==> src/rtl/snell_pkg.sv <==
// Shared constants for the snell_law datapath multiplier and its sequencers.
package snell_pkg;

    localparam int unsigned MUL_XW = 9;
    localparam int unsigned MUL_YW = 4;
    localparam int unsigned MUL_PW = 13;

    // Bits needed to encode n distinct values; never less than 1.
    function automatic int unsigned clog2(input int unsigned n);
        int unsigned r;
        int unsigned v;
        r = 0;
        v = n - 1;
        while (v > 0) begin
            r++;
            v = v >> 1;
        end
        if (r == 0) begin
            r = 1;
        end
        return r;
    endfunction

endpackage

==> src/rtl/wallace_tree_multiplier.sv <==
// Unsigned 9x4 multiplier: carry-save reduction of four partial products,
// final add, then LAT output registers.
module wallace_tree_multiplier
    import snell_pkg::*;
#(
    parameter int unsigned LAT = 1
) (
    input  logic              clk,
    input  logic [MUL_XW-1:0] x,
    input  logic [MUL_YW-1:0] y,
    output logic [MUL_PW-1:0] product
);

    logic [MUL_PW-1:0] pp [MUL_YW];
    logic [MUL_PW-1:0] s1, c1, s2, c2, sum;
    logic [MUL_PW-1:0] pipe_q [LAT];

    always_comb begin
        for (int j = 0; j < int'(MUL_YW); j++) begin
            pp[j] = MUL_PW'(x & {MUL_XW{y[j]}}) << j;
        end
        s1  = pp[0] ^ pp[1] ^ pp[2];
        c1  = ((pp[0] & pp[1]) | (pp[0] & pp[2]) | (pp[1] & pp[2])) << 1;
        s2  = s1 ^ c1 ^ pp[3];
        c2  = ((s1 & c1) | (s1 & pp[3]) | (c1 & pp[3])) << 1;
        sum = s2 + c2;
    end

    // No reset: stale contents are masked by the caller's tag valid bits.
    always_ff @(posedge clk) begin
        pipe_q[0] <= sum;
        for (int i = 1; i < int'(LAT); i++) begin
            pipe_q[i] <= pipe_q[i-1];
        end
    end

    assign product = pipe_q[LAT-1];

endmodule

==> src/rtl/mult_share_arbiter.sv <==
// Round-robin sharing of one wallace_tree_multiplier among NREQ requesters,
// with a tag pipeline returning each product alongside its requester ID.
module mult_share_arbiter
    import snell_pkg::*;
#(
    parameter  int unsigned NREQ    = 4,
    parameter  int unsigned MUL_LAT = 1,
    localparam int unsigned IdW     = clog2(NREQ)
) (
    input  logic                   clk,
    input  logic                   rst,
    input  logic [NREQ-1:0]        req_valid,
    input  logic [NREQ*MUL_XW-1:0] req_x,
    input  logic [NREQ*MUL_YW-1:0] req_y,
    output logic [NREQ-1:0]        req_ready,
    output logic                   rsp_valid,
    output logic [IdW-1:0]         rsp_id,
    output logic [MUL_PW-1:0]      rsp_product,
    output logic                   busy
);

    logic [IdW-1:0]    rr_ptr_q, rr_ptr_d, grant_id;
    logic              xfer;
    logic [MUL_XW-1:0] opx_q, opx_d;
    logic [MUL_YW-1:0] opy_q, opy_d;
    logic [MUL_LAT:0]  tag_vld_q;
    logic [IdW-1:0]    tag_id_q [MUL_LAT+1];
    logic [MUL_PW-1:0] product;

    always_comb begin
        int unsigned    idx;
        logic [IdW-1:0] idx_id;
        req_ready = '0;
        grant_id  = '0;
        xfer      = 1'b0;
        idx       = 0;
        idx_id    = '0;
        for (int unsigned k = 0; k < NREQ; k++) begin
            idx = 32'(rr_ptr_q) + k;
            if (idx >= NREQ) begin
                idx = idx - NREQ;
            end
            idx_id = IdW'(idx);
            if (!xfer && req_valid[idx_id]) begin
                xfer              = 1'b1;
                req_ready[idx_id] = 1'b1;
                grant_id          = idx_id;
            end
        end
    end

    always_comb begin
        int unsigned nxt;
        nxt = 32'(grant_id) + 1;
        if (nxt >= NREQ) begin
            nxt = 0;
        end
        rr_ptr_d = xfer ? IdW'(nxt) : rr_ptr_q;
        opx_d    = xfer ? req_x[32'(grant_id)*MUL_XW +: MUL_XW] : opx_q;
        opy_d    = xfer ? req_y[32'(grant_id)*MUL_YW +: MUL_YW] : opy_q;
    end

    always_ff @(posedge clk or posedge rst) begin
        if (rst) begin
            rr_ptr_q  <= '0;
            opx_q     <= '0;
            opy_q     <= '0;
            tag_vld_q <= '0;
            for (int i = 0; i <= int'(MUL_LAT); i++) begin
                tag_id_q[i] <= '0;
            end
        end else begin
            rr_ptr_q    <= rr_ptr_d;
            opx_q       <= opx_d;
            opy_q       <= opy_d;
            tag_vld_q   <= {tag_vld_q[MUL_LAT-1:0], xfer};
            tag_id_q[0] <= grant_id;
            for (int i = 1; i <= int'(MUL_LAT); i++) begin
                tag_id_q[i] <= tag_id_q[i-1];
            end
        end
    end

    wallace_tree_multiplier #(
        .LAT(MUL_LAT)
    ) u_mul (
        .clk    (clk),
        .x      (opx_q),
        .y      (opy_q),
        .product(product)
    );

    assign rsp_valid   = tag_vld_q[MUL_LAT];
    assign rsp_id      = tag_id_q[MUL_LAT];
    assign rsp_product = rsp_valid ? product : '0;
    assign busy        = |tag_vld_q;

endmodule

==> config.mk <==
export PLATFORM = sky130hd
export DESIGN_NAME = mult_share_arbiter
export DESIGN_NICKNAME = d
export VERILOG_FILES = /design/src/rtl/snell_pkg.sv /design/src/rtl/wallace_tree_multiplier.sv /design/src/rtl/mult_share_arbiter.sv
export SDC_FILE = /design/constraint.sdc
export NUM_CORES = 1
export LEC_CHECK = 0
export ABC_AREA = 0
export CAP_MARGIN = 10
export CORE_MARGIN = 4
export CORE_UTILIZATION = 44
export DETAILED_ROUTE_END_ITERATION = 10
export PLACE_DENSITY = 0.8
export SLEW_MARGIN = 30
export SYNTH_ARGS = -nofsm -noshare
export SYNTH_HDL_FRONTEND = slang
export SYNTH_SLANG_ARGS = --single-unit
==> constraint.sdc <==
create_clock -name clk -period 3.3 [get_ports clk]
set_clock_uncertainty 0.05 [all_clocks]
set_input_delay 0.495 -clock clk [delete_from_list [all_inputs] [get_ports clk]]
set_output_delay 0.495 -clock clk [all_outputs]
set_load 0.02 [all_outputs]
=== Yosys cells after proc, flatten, opt, wreduce, memory -nomap -nowiden ===
Memory sizes are Yosys's and may differ from the RTL's.
Cells that the tools add are included.

* Register bits: 21
* Bits in writable memories: 13
* Input port bits: 58
* Word-level logic and storage cells: 98
* Memories kept: 1

{| class="wikitable"
|+ Memories
! name !! depth !! width !! rd ports !! clocked after Yosys merged registers in !! write ports !! line !! source
|-
| u_mul.pipe_q || 1 || 13 || 1 || 0 || 1 || wallace_tree_multiplier.sv:16 || <nowiki>logic [MUL_PW-1:0] pipe_q [LAT];</nowiki>
|}

* $add $sub $neg: 9
* $mul: 1
* Magnitude comparators: 13
* Shift-type cells: 2
* Multiplexer cells: 34
* Bitwise operators: 21
* Reduce and logical (&&, ||, !) cells: 11

{| class="wikitable"
|+ Operators by type and width
! cell !! number
|-
| $and A12 B12 Y12 || 6
|-
| $or A12 B12 Y12 || 4
|-
| $xor A13 B13 Y13 || 3
|-
| $and A9 B9 Y9 || 4
|-
| $shiftx A36 B7 Y9 || 1
|-
| $mux W2 || 9
|-
| $mux W4 || 4
|-
| $shiftx A16 B5 Y4 || 1
|-
| $add A13 B13 Y13 || 1
|-
| $mux W13 || 1
|-
| $xor A13 B11 Y13 || 1
|-
| $ge A3 B3 Y1 const B || 4
|-
| $lt A2 B3 Y1 const B || 4
|-
| $mux W1 || 12
|-
| $or A4 B4 Y4 || 3
|-
| $bmux W1 S2 || 4
|-
| $demux W1 S2 || 4
|-
| $ge A2 B1 Y1 const B || 4
|-
| $sub A2 B1 Y2 const B || 4
|-
| $logic_and A1 B1 Y1 || 7
|-
| $add A2 B1 Y3 const B || 2
|-
| $add A2 B2 Y3 const B || 2
|-
| $mul A2 B4 Y6 const B || 1
|-
| $ge A2 B3 Y1 const B || 1
|-
| other kinds (2) || 4
|}

=== Logic depth before layout (Yosys ltp) ===
Gate-level depths: netlist of run 1.

* Depth after elaboration: 17
* Depth in mapped cells: 13
* Gate-level depth less buffers: 12

=== Cells and area by module ===
From an unflattened synthesis of run 1, not the netlist that was laid out.

* Cell total of the unflattened synthesis: 294
* Area, all modules: 2944.1 um^2

{| class="wikitable"
|+ Modules (own cells, without submodules)
! module !! times used !! cells an instance !! area each (um^2) !! sequential area each (um^2)
|-
| mult_share_arbiter || 1 || 168 || 1756.7 || 525.5
|-
| wallace_tree_multiplier || 1 || 126 || 1187.4 || 260.2
|}

=== Worst setup path before layout of run 1 ===
No wires, ideal clock.

* Path kind: reg2reg
* Start point: reg opy_q[0]
* End point: mem u_mul.pipe_q[0][11]
* Setup time: 0.127 ns
* Arrival: 3.198 ns
* Setup slack: -0.075 ns
* Stages on the path, launching flop included: 14
* Period minus slack after synthesis: 3.375 ns
* Cells stage by stage: dfrtp_1 clkbuf_1 nand2_1 fa_1 inv_1 fa_1 ha_1 fa_1 a21o_1 a21oi_1 o21bai_1 a21oi_1 o21ai_0 xor2_1

* Word-level cells in the longest chain between the ends: 8

{| class="wikitable"
|+ Ends and longest elaborated chain
! what !! line !! source
|-
| start, declared || mult_share_arbiter.sv:25 || <nowiki>logic [MUL_YW-1:0] opy_q, opy_d;</nowiki>
|-
| start signal, assigned || mult_share_arbiter.sv:75 || <nowiki>opy_q <= opy_d;</nowiki>
|-
| $and A9 B9 Y9 * || wallace_tree_multiplier.sv:20 || <nowiki>pp[j] = MUL_PW'(x & {MUL_XW{y[j]}}) << j;</nowiki>
|-
| $and A12 B12 Y12 || wallace_tree_multiplier.sv:23 || <nowiki>c1 = ((pp[0] & pp[1]) | (pp[0] & pp[2]) | (pp[1] & pp[2])) << 1;</nowiki>
|-
| $or A12 B12 Y12 (2 in series) || wallace_tree_multiplier.sv:23 ||
|-
| $and A12 B12 Y12 || wallace_tree_multiplier.sv:25 || <nowiki>c2 = ((s1 & c1) | (s1 & pp[3]) | (c1 & pp[3])) << 1;</nowiki>
|-
| $or A12 B12 Y12 (2 in series) || wallace_tree_multiplier.sv:25 ||
|-
| $add A13 B13 Y13 * || wallace_tree_multiplier.sv:26 || <nowiki>sum = s2 + c2;</nowiki>
|-
| net u_mul.sum[11] || wallace_tree_multiplier.sv:15 || <nowiki>logic [MUL_PW-1:0] s1, c1, s2, c2, sum;</nowiki>
|-
| end, declared || wallace_tree_multiplier.sv:16 ||
|}

The timed path passes the listed nets; every way through them passes the cells marked *.

=== Worst setup path in the final report of run 1 ===
Ends and elaborated chain as after synthesis.

==> impl_metrics.csv, run 1 <==
group,metric,value,unit
clock_tree,tritoncts,"built",
critical_path,crit_required,3420,ps
cells_and_area,fillers,493,
global_route,grt_max_degree,22,
global_route,grt_antenna_before_repair,0,
floorplanning,start_util,46.1,%
global_route,grt_pass1_wl,11400,µm
clock_tree,cts-root-buf,"clkbuf_8",
clock_tree,h-tree-depth,2,
floorplanning,top_level_ports,79,
timing,worst-slew-pin-transition,736,ps
detailed_routing,dr.pass1.iters,4,
placed_design,dp_hpwl,5370,µm
timing,grt_setup_unrepaired,"false",
clock_tree,clkTransAtPathRegs,70,ps
floorplanning,core_area,0.00599,mm²
critical_path,start_kind,"register",
timing,finalHoldViolations,0,
yosys,synth_edf_count,0,
clock_tree,cts_buffers,5,
global_route,grt.total_usage,18.7,%
yosys,netlist_instances,284,
critical_path,worstPathArrival,3260,ps
placed_design,portBuffers,78,
cells_and_area,nets,466,
floorplanning,die_w,87.2,µm
cells_and_area,instances_no_fill,452,
global_route,grt_overflow,0,
critical_path,critPathMaxFanout,6,
timing,setup_viol,0,
yosys,async_reset_ff_share,61.8,%
min_path,hold_class,"register to register",
detailed_routing,drc,0,
yosys,ys_warn_count,0,
timing,fin_crit_sh,95.2,%
yosys,syn_area,0.00276,mm²
detailed_routing,postRouteAntennaNets,0,
yosys,synth_cell_type_count,45,
global_route,grt_pass1_vias,2483,
yosys,syn-num-nets,374,
placed_design,place_ws,-145,ps
run,cap_violations,0,
cells_and_area,layout-drive-gt1-share,16.2,%
timing,hold_ws,299,ps
timing,finalCriticalPeriod,3140,ps
yosys,postSynthAreaPerCell,9.72,µm²
critical_path,critPathTopFamily,"adder cells",
critical_path,endpoint_kind,"register",
clock_tree,cts.sink_count,34,
critical_path,path_cells,"nand2_2 > fa_1 > inv_1 > fa_1 > ha_2 > fa_2 > a21o_1 > a21oi_2 > o21bai_1 > a21oi_1 > o21ai_1 > xor2_1",
timing,worst_slew_margin_rel,50.9,%
timing,fmax,318,MHz
detailed_routing,drt_iter0_markers,101,
critical_path,critPathKind,"register to register",
floorplanning,die_h,87.2,µm
detailed_routing,viasPerCell,5.25,
clock_tree,clock_latency,290,ps
critical_path,critPathBufInv,1,
placed_design,placed_cells,444,
cells_and_area,diodes,0,
clock_tree,cts_hold_buf,0,
critical_path,crit_top_cell,"fa_1",
timing,slew_viol_final,0,
detailed_routing,wl_per_cell,14.3,µm
detailed_routing,wl,6440,µm
cells_and_area,area_growth,39.7,%
yosys,synth_flop_cell,"dfrtp_1",
critical_path,slowest_stage,"fa_1",
placed_design,finalWeightedCongestion,0.887,
yosys,ys_seq_area_share,28.5,%
run_status,status,"finished, final reports clean",
critical_path,max_stage_delay,540,ps
floorplanning,num_rows,28,
detailed_routing,vias,2374,
yosys,synth_seq_cells,34,
floorplanning,die_area,0.00760,mm²
timing,setup_slack,159,ps
clock_tree,clockBufferDepth,2,
==> registers in the layout, summed over array words and instances, names as in the netlist, named ones only <==
signal and count:
opy_q 4, tag_id_q 2, opx_q 9, rsp_id 2
rr_ptr_q 1, u_mul.pipe_q 13, tag_vld_q 2
==> placed cells by master, fill, tap and decap left out, types with 13 or more instances in the layout <==
| master | instances |
|---|---|
| inv_1 | 21 |
| nand3_1 | 27 |
| buf_4 | 24 |
| and2_1 | 30 |
| o21ai_0 | 13 |
| dfrtp_1 | 19 |
| clkdlybuf4s50_1 | 74 |
| nand2_1 | 21 |
| dfxtp_1 | 13 |
| ha_1 | 14 |
| fa_1 | 15 |
==> layout make-up <==
type / count / area, µm² / share of cell area (%)
inverters: 21 / 78.8 / 2.04
clock buffers: 7 / 96.3 / 2.50
well taps: 75 / 93.8 / 2.43
multi-input cells: 212 / 1840 / 47.8
repair buffers: 102 / 952 / 24.7
clock inverters: 1 / 3.75 / 0.0974
flip-flops and latches: 34 / 788 / 20.4
==> layer usage <==
layer	track usage, %	wire [µm]
met2	32.9	3310
met4	7.67	144
met3	3.12	360
met1	22.7	2620
met5	0	0
==> cells in the mapped netlist, types with 6 or more instances <==
cell type	number	area, µm²
and2_1	30	188
nand3_1	27	135
clkbuf_1	9	33.8
o221a_1	10	113
mux2_1	8	90.1
nor2_1	8	30.0
inv_1	21	78.8
fa_1	16	320
nand2_1	22	82.6
ha_1	16	200
dfrtp_1	21	526
o21ai_0	15	75.1
a21oi_1	6	30.0
dfxtp_1	13	260
==> path summary, 6_finish.rpt <==
check / start / end / slack, ps / cells after the start
setup / recovery: opy_q[0]$_DFFE_PP0P_ / u_mul.pipe_q[0][11]$_DFF_P_ / 160 / 12
hold / removal: tag_id_q[3]$_DFF_PP0_ / rsp_id[1]$_DFF_PP0_ / 300 / 0
setup reg to reg: opy_q[0]$_DFFE_PP0P_ / u_mul.pipe_q[0][11]$_DFF_P_ / 160 / 12
hold reg to reg: tag_id_q[3]$_DFF_PP0_ / rsp_id[1]$_DFF_PP0_ / 300 / 0
max in group asynchronous: rst / opy_q[0]$_DFFE_PP0P_ / 2110 / 2
min in group asynchronous: rst / tag_vld_q[0]$_DFF_PP0_ / 580 / 2
==> kinds of logic (layout without fill, tap and decap cells) <==
group           count (synthesis)  after routing  share of synthesized area (%)
fa+ha+maj                      32             32                           18.9
flops                          34             34                           28.5
simple gates                   97             97                           18.3
xor+xnor                        8              8                           2.54
mux                            20             20                           10.1
buf+inv                        38            131                           6.03
compound gates                 55             55                           15.7
==> repair_timing <==
action / in CTS / in global routing
buffers inserted: 0 / 0
setup endpoints to repair: 6 / 8
gates resized for setup: 9 / 10
pin swaps: 1 / 1
==> metrics by stage <==
step	instance area, µm²	util [%]	setup TNS [ps]
2_1_floorplan	2760	-	0
3_3_place_gp	3730	62.2	-280
3_5_place_dp	3730	62.2	-623
4_1_cts	3840	64.1	0
5_1_grt	3850	64.3	0
6_report	3850	64.3	0
Power of run 1 is not shown: default switching activity piles up to over one toggle a cycle in this logic, so the estimate is an artifact.
==> run 2, diff against run 1 <==
--- a/config.mk
+++ b/config.mk
@@ -10,7 +10,7 @@
 export CORE_MARGIN = 4
 export CORE_UTILIZATION = 44
 export DETAILED_ROUTE_END_ITERATION = 10
-export PLACE_DENSITY = 0.8
+export PLACE_DENSITY = 0.76
 export SLEW_MARGIN = 30
 export SYNTH_ARGS = -nofsm -noshare
 export SYNTH_HDL_FRONTEND = slang
==> impl_metrics.csv, run 2 (synthesis gave the netlist of run 1 again) <==
group,metric,value,unit
cells_and_area,area_growth,39.4,%
detailed_routing,wl,6190,µm
critical_path,start_kind,"primary input",
critical_path,crit_path_start,"req_valid[2]",
placed_design,dp_hpwl,5110,µm
critical_path,max_stage_delay,530,ps
cells_and_area,top_register,"u_mul.pipe_q",
cells_and_area,multiInputGateArea,0.00183,mm²
critical_path,endpoint_kind,"primary output",
critical_path,critPathTopFamily,"buffers and inverters",
critical_path,rrSetupSlack,130,ps
floorplanning,die_w,87.2,µm
global_route,grt_pass1_wl,10700,µm
cells_and_area,final_common_cell,"clkdlybuf4s50_1",
global_route,grt_pass1_vias,2323,
timing,worst_slew_margin_rel,50.4,%
timing,worst-slew-pin-transition,743,ps
clock_tree,clockBufferDepth,2,
floorplanning,die_h,87.2,µm
cells_and_area,instances_no_fill,453,
critical_path,worstPathArrival,2650,ps
min_path,hp-start,"tag_id_q[2]$_DFF_PP0_",
cells_and_area,layout-drive-gt1-share,15.1,%
floorplanning,top_level_ports,79,
cells_and_area,largest_reg_flops,13,
critical_path,critPathKind,"primary input to primary output",
detailed_routing,vias,2409,
detailed_routing,viasPerCell,5.32,
detailed_routing,dr.pass1.iters,4,
clock_tree,cts_hold_buf,0,
placed_design,placed_cells,444,
timing,setup_viol,0,
floorplanning,start_util,46.1,%
cells_and_area,top_regs,"u_mul.pipe_q: 13 flops, opx_q: 9 flops, opy_q: 4 flops",
critical_path,crit_required,2750,ps
timing,finalCriticalPeriod,3200,ps
global_route,grt_max_degree,22,
global_route,grt_overflow,0,
floorplanning,core_area,0.00599,mm²
critical_path,path_cells,"clkdlybuf4s50_1 > mux4_2 > or3_1 > nor2_2 > a221o_1 > dlygate4sd2_1",
critical_path,worstReg2RegStart,"opy_q[0]$_DFFE_PP0P_",
critical_path,critPathBufInv,2,
clock_tree,h-tree-depth,2,
clock_tree,clkTransAtPathRegs,70,ps
placed_design,portBuffers,78,
timing,fmax,313,MHz
floorplanning,num_rows,28,
clock_tree,cts_buffers,5,
cells_and_area,diodes,0,
detailed_routing,drt_iter0_markers,81,
critical_path,critPathMaxFanout,8,
cells_and_area,final_cell_mix,"clkdlybuf4s50_1, and2_1, nand3_1, buf_4, nand2_1",
floorplanning,die_area,0.00760,mm²
cells_and_area,nets,467,
clock_tree,cts.sink_count,34,
detailed_routing,postRouteAntennaNets,0,
clock_tree,clock_latency,280,ps
global_route,grt_antenna_before_repair,0,
timing,finalHoldViolations,0,
clock_tree,cts-root-buf,"clkbuf_8",
detailed_routing,wl_per_cell,13.7,µm
critical_path,slowest_stage,"clkdlybuf4s50_1",
timing,slew_viol_final,0,
placed_design,finalWeightedCongestion,0.831,
detailed_routing,drc,0,
cells_and_area,seq_area,786,µm²
cells_and_area,fillers,491,
run,cap_violations,0,
global_route,grt.total_usage,17.4,%
clock_tree,tritoncts,"built",
run_status,status,"finished, final reports clean",
min_path,hold_class,"register to register",
timing,fin_crit_sh,96.9,%
## run 2: final cells by class
class                      count  share of cell area [%]
multi-input combinational    212                    47.5
tap                           75                    2.44
timing repair buffer         103                    25.0
sequential                    34                    20.4
clock inverter                 1                  0.0975
clock buffer                   7                    2.50
inverter                      21                    2.05
## run 2: metal layers
metal | track usage (%) | wire (µm) | vias to the layer above
li1 | - | - | 1179
met1 | 21.8 | 2610 | 1151
met2 | 29.3 | 3060 | 68
met3 | 4.64 | 417 | 11
met4 | 5.58 | 99 | 0
met5 | 0 | 0 | -
## run 2: worst paths after layout
path,end,cells past startpoint
max,req_ready[0],6
min,rsp_id[0]$_DFF_PP0_,0
max reg2reg,u_mul.pipe_q[0][12]$_DFF_P_,11
min reg2reg,rsp_id[0]$_DFF_PP0_,0
max in group asynchronous,opx_q[7]$_DFFE_PP0P_,2
min in group asynchronous,tag_id_q[2]$_DFF_PP0_,2
## run 2: stage by stage
stage	hold WS [ps]	cell area [µm²]	utilization, %	TNS (ps)	worst slack, ps
after CTS	309	3830	64.0	0	8.63
after global routing	307	3850	64.2	-22.8	-16.1
after floorplan	281	2760	-	0	24.7
after detailed placement	291	3730	62.2	-792	-210
final	307	3850	64.2	0	101
after global placement	285	3730	62.2	-449	-113
## run 2: what timing repair did
item                       4_1_cts  5_1_grt
setup endpoints to repair        5        3
pin swaps                        0        1
setup buffers                    1        0
resized for setup                5        6
Power of run 2 is left out for the same reason.
==> run 3, diff against run 2 <==
--- a/config.mk
+++ b/config.mk
@@ -5,12 +5,12 @@
 export SDC_FILE = /design/constraint.sdc
 export NUM_CORES = 1
 export LEC_CHECK = 0
-export ABC_AREA = 0
 export CAP_MARGIN = 10
 export CORE_MARGIN = 4
-export CORE_UTILIZATION = 44
+export CORE_UTILIZATION = 30
 export DETAILED_ROUTE_END_ITERATION = 10
-export PLACE_DENSITY = 0.76
+export PLACE_DENSITY = 0.55
+export SETUP_SLACK_MARGIN = 0.5
 export SLEW_MARGIN = 30
 export SYNTH_ARGS = -nofsm -noshare
 export SYNTH_HDL_FRONTEND = slang
==> impl_metrics.csv, run 3 (synthesis gave the netlist of run 1 again) <==
group,metric,value,unit
detailed_routing,vias,2457,
clock_tree,cts_buffers,5,
clock_tree,cts.sink_count,34,
clock_tree,clockBufferDepth,2,
critical_path,endpoint_kind,"register",
min_path,hold_class,"register to register",
timing,fmax,329,MHz
timing,slew_viol_final,0,
detailed_routing,viasPerCell,4.85,
critical_path,worstPathArrival,3160,ps
clock_tree,clock_latency,290,ps
critical_path,critPathTopFamily,"adder cells",
critical_path,critPathBufInv,6,
timing,setup_viol,0,
cells_and_area,final_cell_mix,"clkdlybuf4s50_1, and2_1, buf_4, nand3_1, buf_6",
cells_and_area,fillers,855,
cells_and_area,top_regs,"u_mul.pipe_q: 13 flops, opx_q: 9 flops, opy_q: 4 flops",
floorplanning,die_w,104,µm
detailed_routing,drc,0,
floorplanning,die_h,104,µm
placed_design,portBuffers,78,
detailed_routing,wl,7450,µm
critical_path,max_stage_delay,540,ps
critical_path,cp.depth,13,
floorplanning,num_rows,34,
run,cap_violations,0,
placed_design,place_ws,-141,ps
critical_path,r2r_cells,13,
critical_path,critPathKind,"register to register",
critical_path,start_kind,"register",
placed_design,finalWeightedCongestion,0.781,
global_route,grt_overflow,0,
cells_and_area,nets,488,
timing,setup_slack,259,ps
critical_path,slowest_stage,"fa_1",
global_route,grt.total_usage,13.5,%
detailed_routing,dr.pass1.iters,4,
critical_path,crit_top_cell,"buf_6",
cells_and_area,top_register,"u_mul.pipe_q",
cells_and_area,layout-drive-gt1-share,30.3,%
cells_and_area,area_growth,58.0,%
cells_and_area,diodes,0,
timing,finalHoldViolations,0,
cells_and_area,largest_reg_flops,13,
global_route,grt_pass1_vias,2550,
global_route,grt_max_degree,22,
global_route,grt_antenna_before_repair,0,
run_status,status,"finished, final reports clean",
floorplanning,top_level_ports,79,
clock_tree,cts_hold_buf,0,
detailed_routing,postRouteAntennaNets,0,
timing,finalCriticalPeriod,3040,ps
critical_path,crit_required,3420,ps
clock_tree,h-tree-depth,2,
timing,worst_slew_margin_rel,47.3,%
global_route,grt_pass1_wl,12200,µm
clock_tree,tritoncts,"built",
timing,grt_setup_unrepaired,"true",
cells_and_area,final_common_cell,"clkdlybuf4s50_1",
clock_tree,cts-root-buf,"clkbuf_8",
critical_path,path_cells,"buf_6 > buf_6 > buf_6 > nand2_1 > fa_1 > inv_1 > fa_1 > ha_1 > inv_1 > o21bai_1 > a21oi_2 > buf_4 > xnor2_2",
floorplanning,die_area,0.0108,mm²
timing,worst-slew-pin-transition,789,ps
placed_design,dp_hpwl,5440,µm
timing,fin_crit_sh,92.2,%
detailed_routing,drt_iter0_markers,57,
min_path,hold_depth,0,
clock_tree,clkTransAtPathRegs,70,ps
detailed_routing,wl_per_cell,14.7,µm
floorplanning,core_area,0.00885,mm²
floorplanning,start_util,31.2,%
critical_path,critPathMaxFanout,7,
run 3: cell types whose count changed in the layout (fill, tap and decap cells not counted), moves of 5 or more:
cell and delta:
buf_6 +19, dfrtp_1 -5, dfrtp_2 +5, mux2_1 -8
mux2_2 -5, mux2_4 +13, nand2_1 -5
run 3: worst register-to-register path: stages (launching register included):
cell,delay [ps]
dfrtp_2,480
buf_6,130
buf_6,90
buf_6,100
nand2_1,70
fa_1,540
inv_1,50
fa_1,470
ha_1,380
inv_1,70
o21bai_1,170
a21oi_2,90
buf_4,140
xnor2_2,110
run 3: area by class of cell:
class                      count  area [µm²]  share of cell area (%)
sequential                    34         792                    18.2
tap                          108         135                    3.10
clock inverter                 2        8.76                   0.201
timing repair buffer         124        1210                    27.7
clock buffer                   6        72.6                    1.66
inverter                      21        78.8                    1.81
multi-input combinational    212        2070                    47.4
run 3: per-layer routing:
| layer | share of wire [%] | global-route usage [%] |
|---|---|---|
| met1 | 44 | 17.4 |
| met2 | 50 | 22.9 |
| met3 | 4.7 | 2.86 |
| met4 | 1.0 | 3.42 |
| met5 | 0 | 0 |
run 3: path summary, 6_finish.rpt:
path | startpoint | endpoint | slack [ps]
min reg2reg | tag_id_q[3]$_DFF_PP0_ | rsp_id[1]$_DFF_PP0_ | 310
max | opy_q[0]$_DFFE_PP0P_ | u_mul.pipe_q[0][9]$_DFF_P_ | 260
min in group asynchronous | rst | tag_id_q[2]$_DFF_PP0_ | 610
max reg2reg | opy_q[0]$_DFFE_PP0P_ | u_mul.pipe_q[0][9]$_DFF_P_ | 260
max in group asynchronous | rst | opx_q[4]$_DFFE_PP0P_ | 2040
min | tag_id_q[3]$_DFF_PP0_ | rsp_id[1]$_DFF_PP0_ | 310
run 3: metrics by stage:
stage          setup TNS, ps  cell area (µm²)  std cells  util, %  hold slack (ps)
2_1_floorplan              0             2850        284        -              281
4_1_cts                    0             4050        493     45.7              309
3_5_place_dp            -519             3760        467     42.5              292
6_report                   0             4360        507     49.3              307
5_1_grt                    0             4360        507     49.3              312
3_3_place_gp            -375             3760        467     42.5              281
run 3: timing repair:
item                                    in CTS  in global routing
hold endpoints to repair                     0                  0
pin swaps                                   21                 12
gates resized for setup                     49                 42
cloned                                       0                  1
setup buffers                               18                 13
endpoints found under the setup margin      20                 24
Power of run 3 is left out for the same reason.
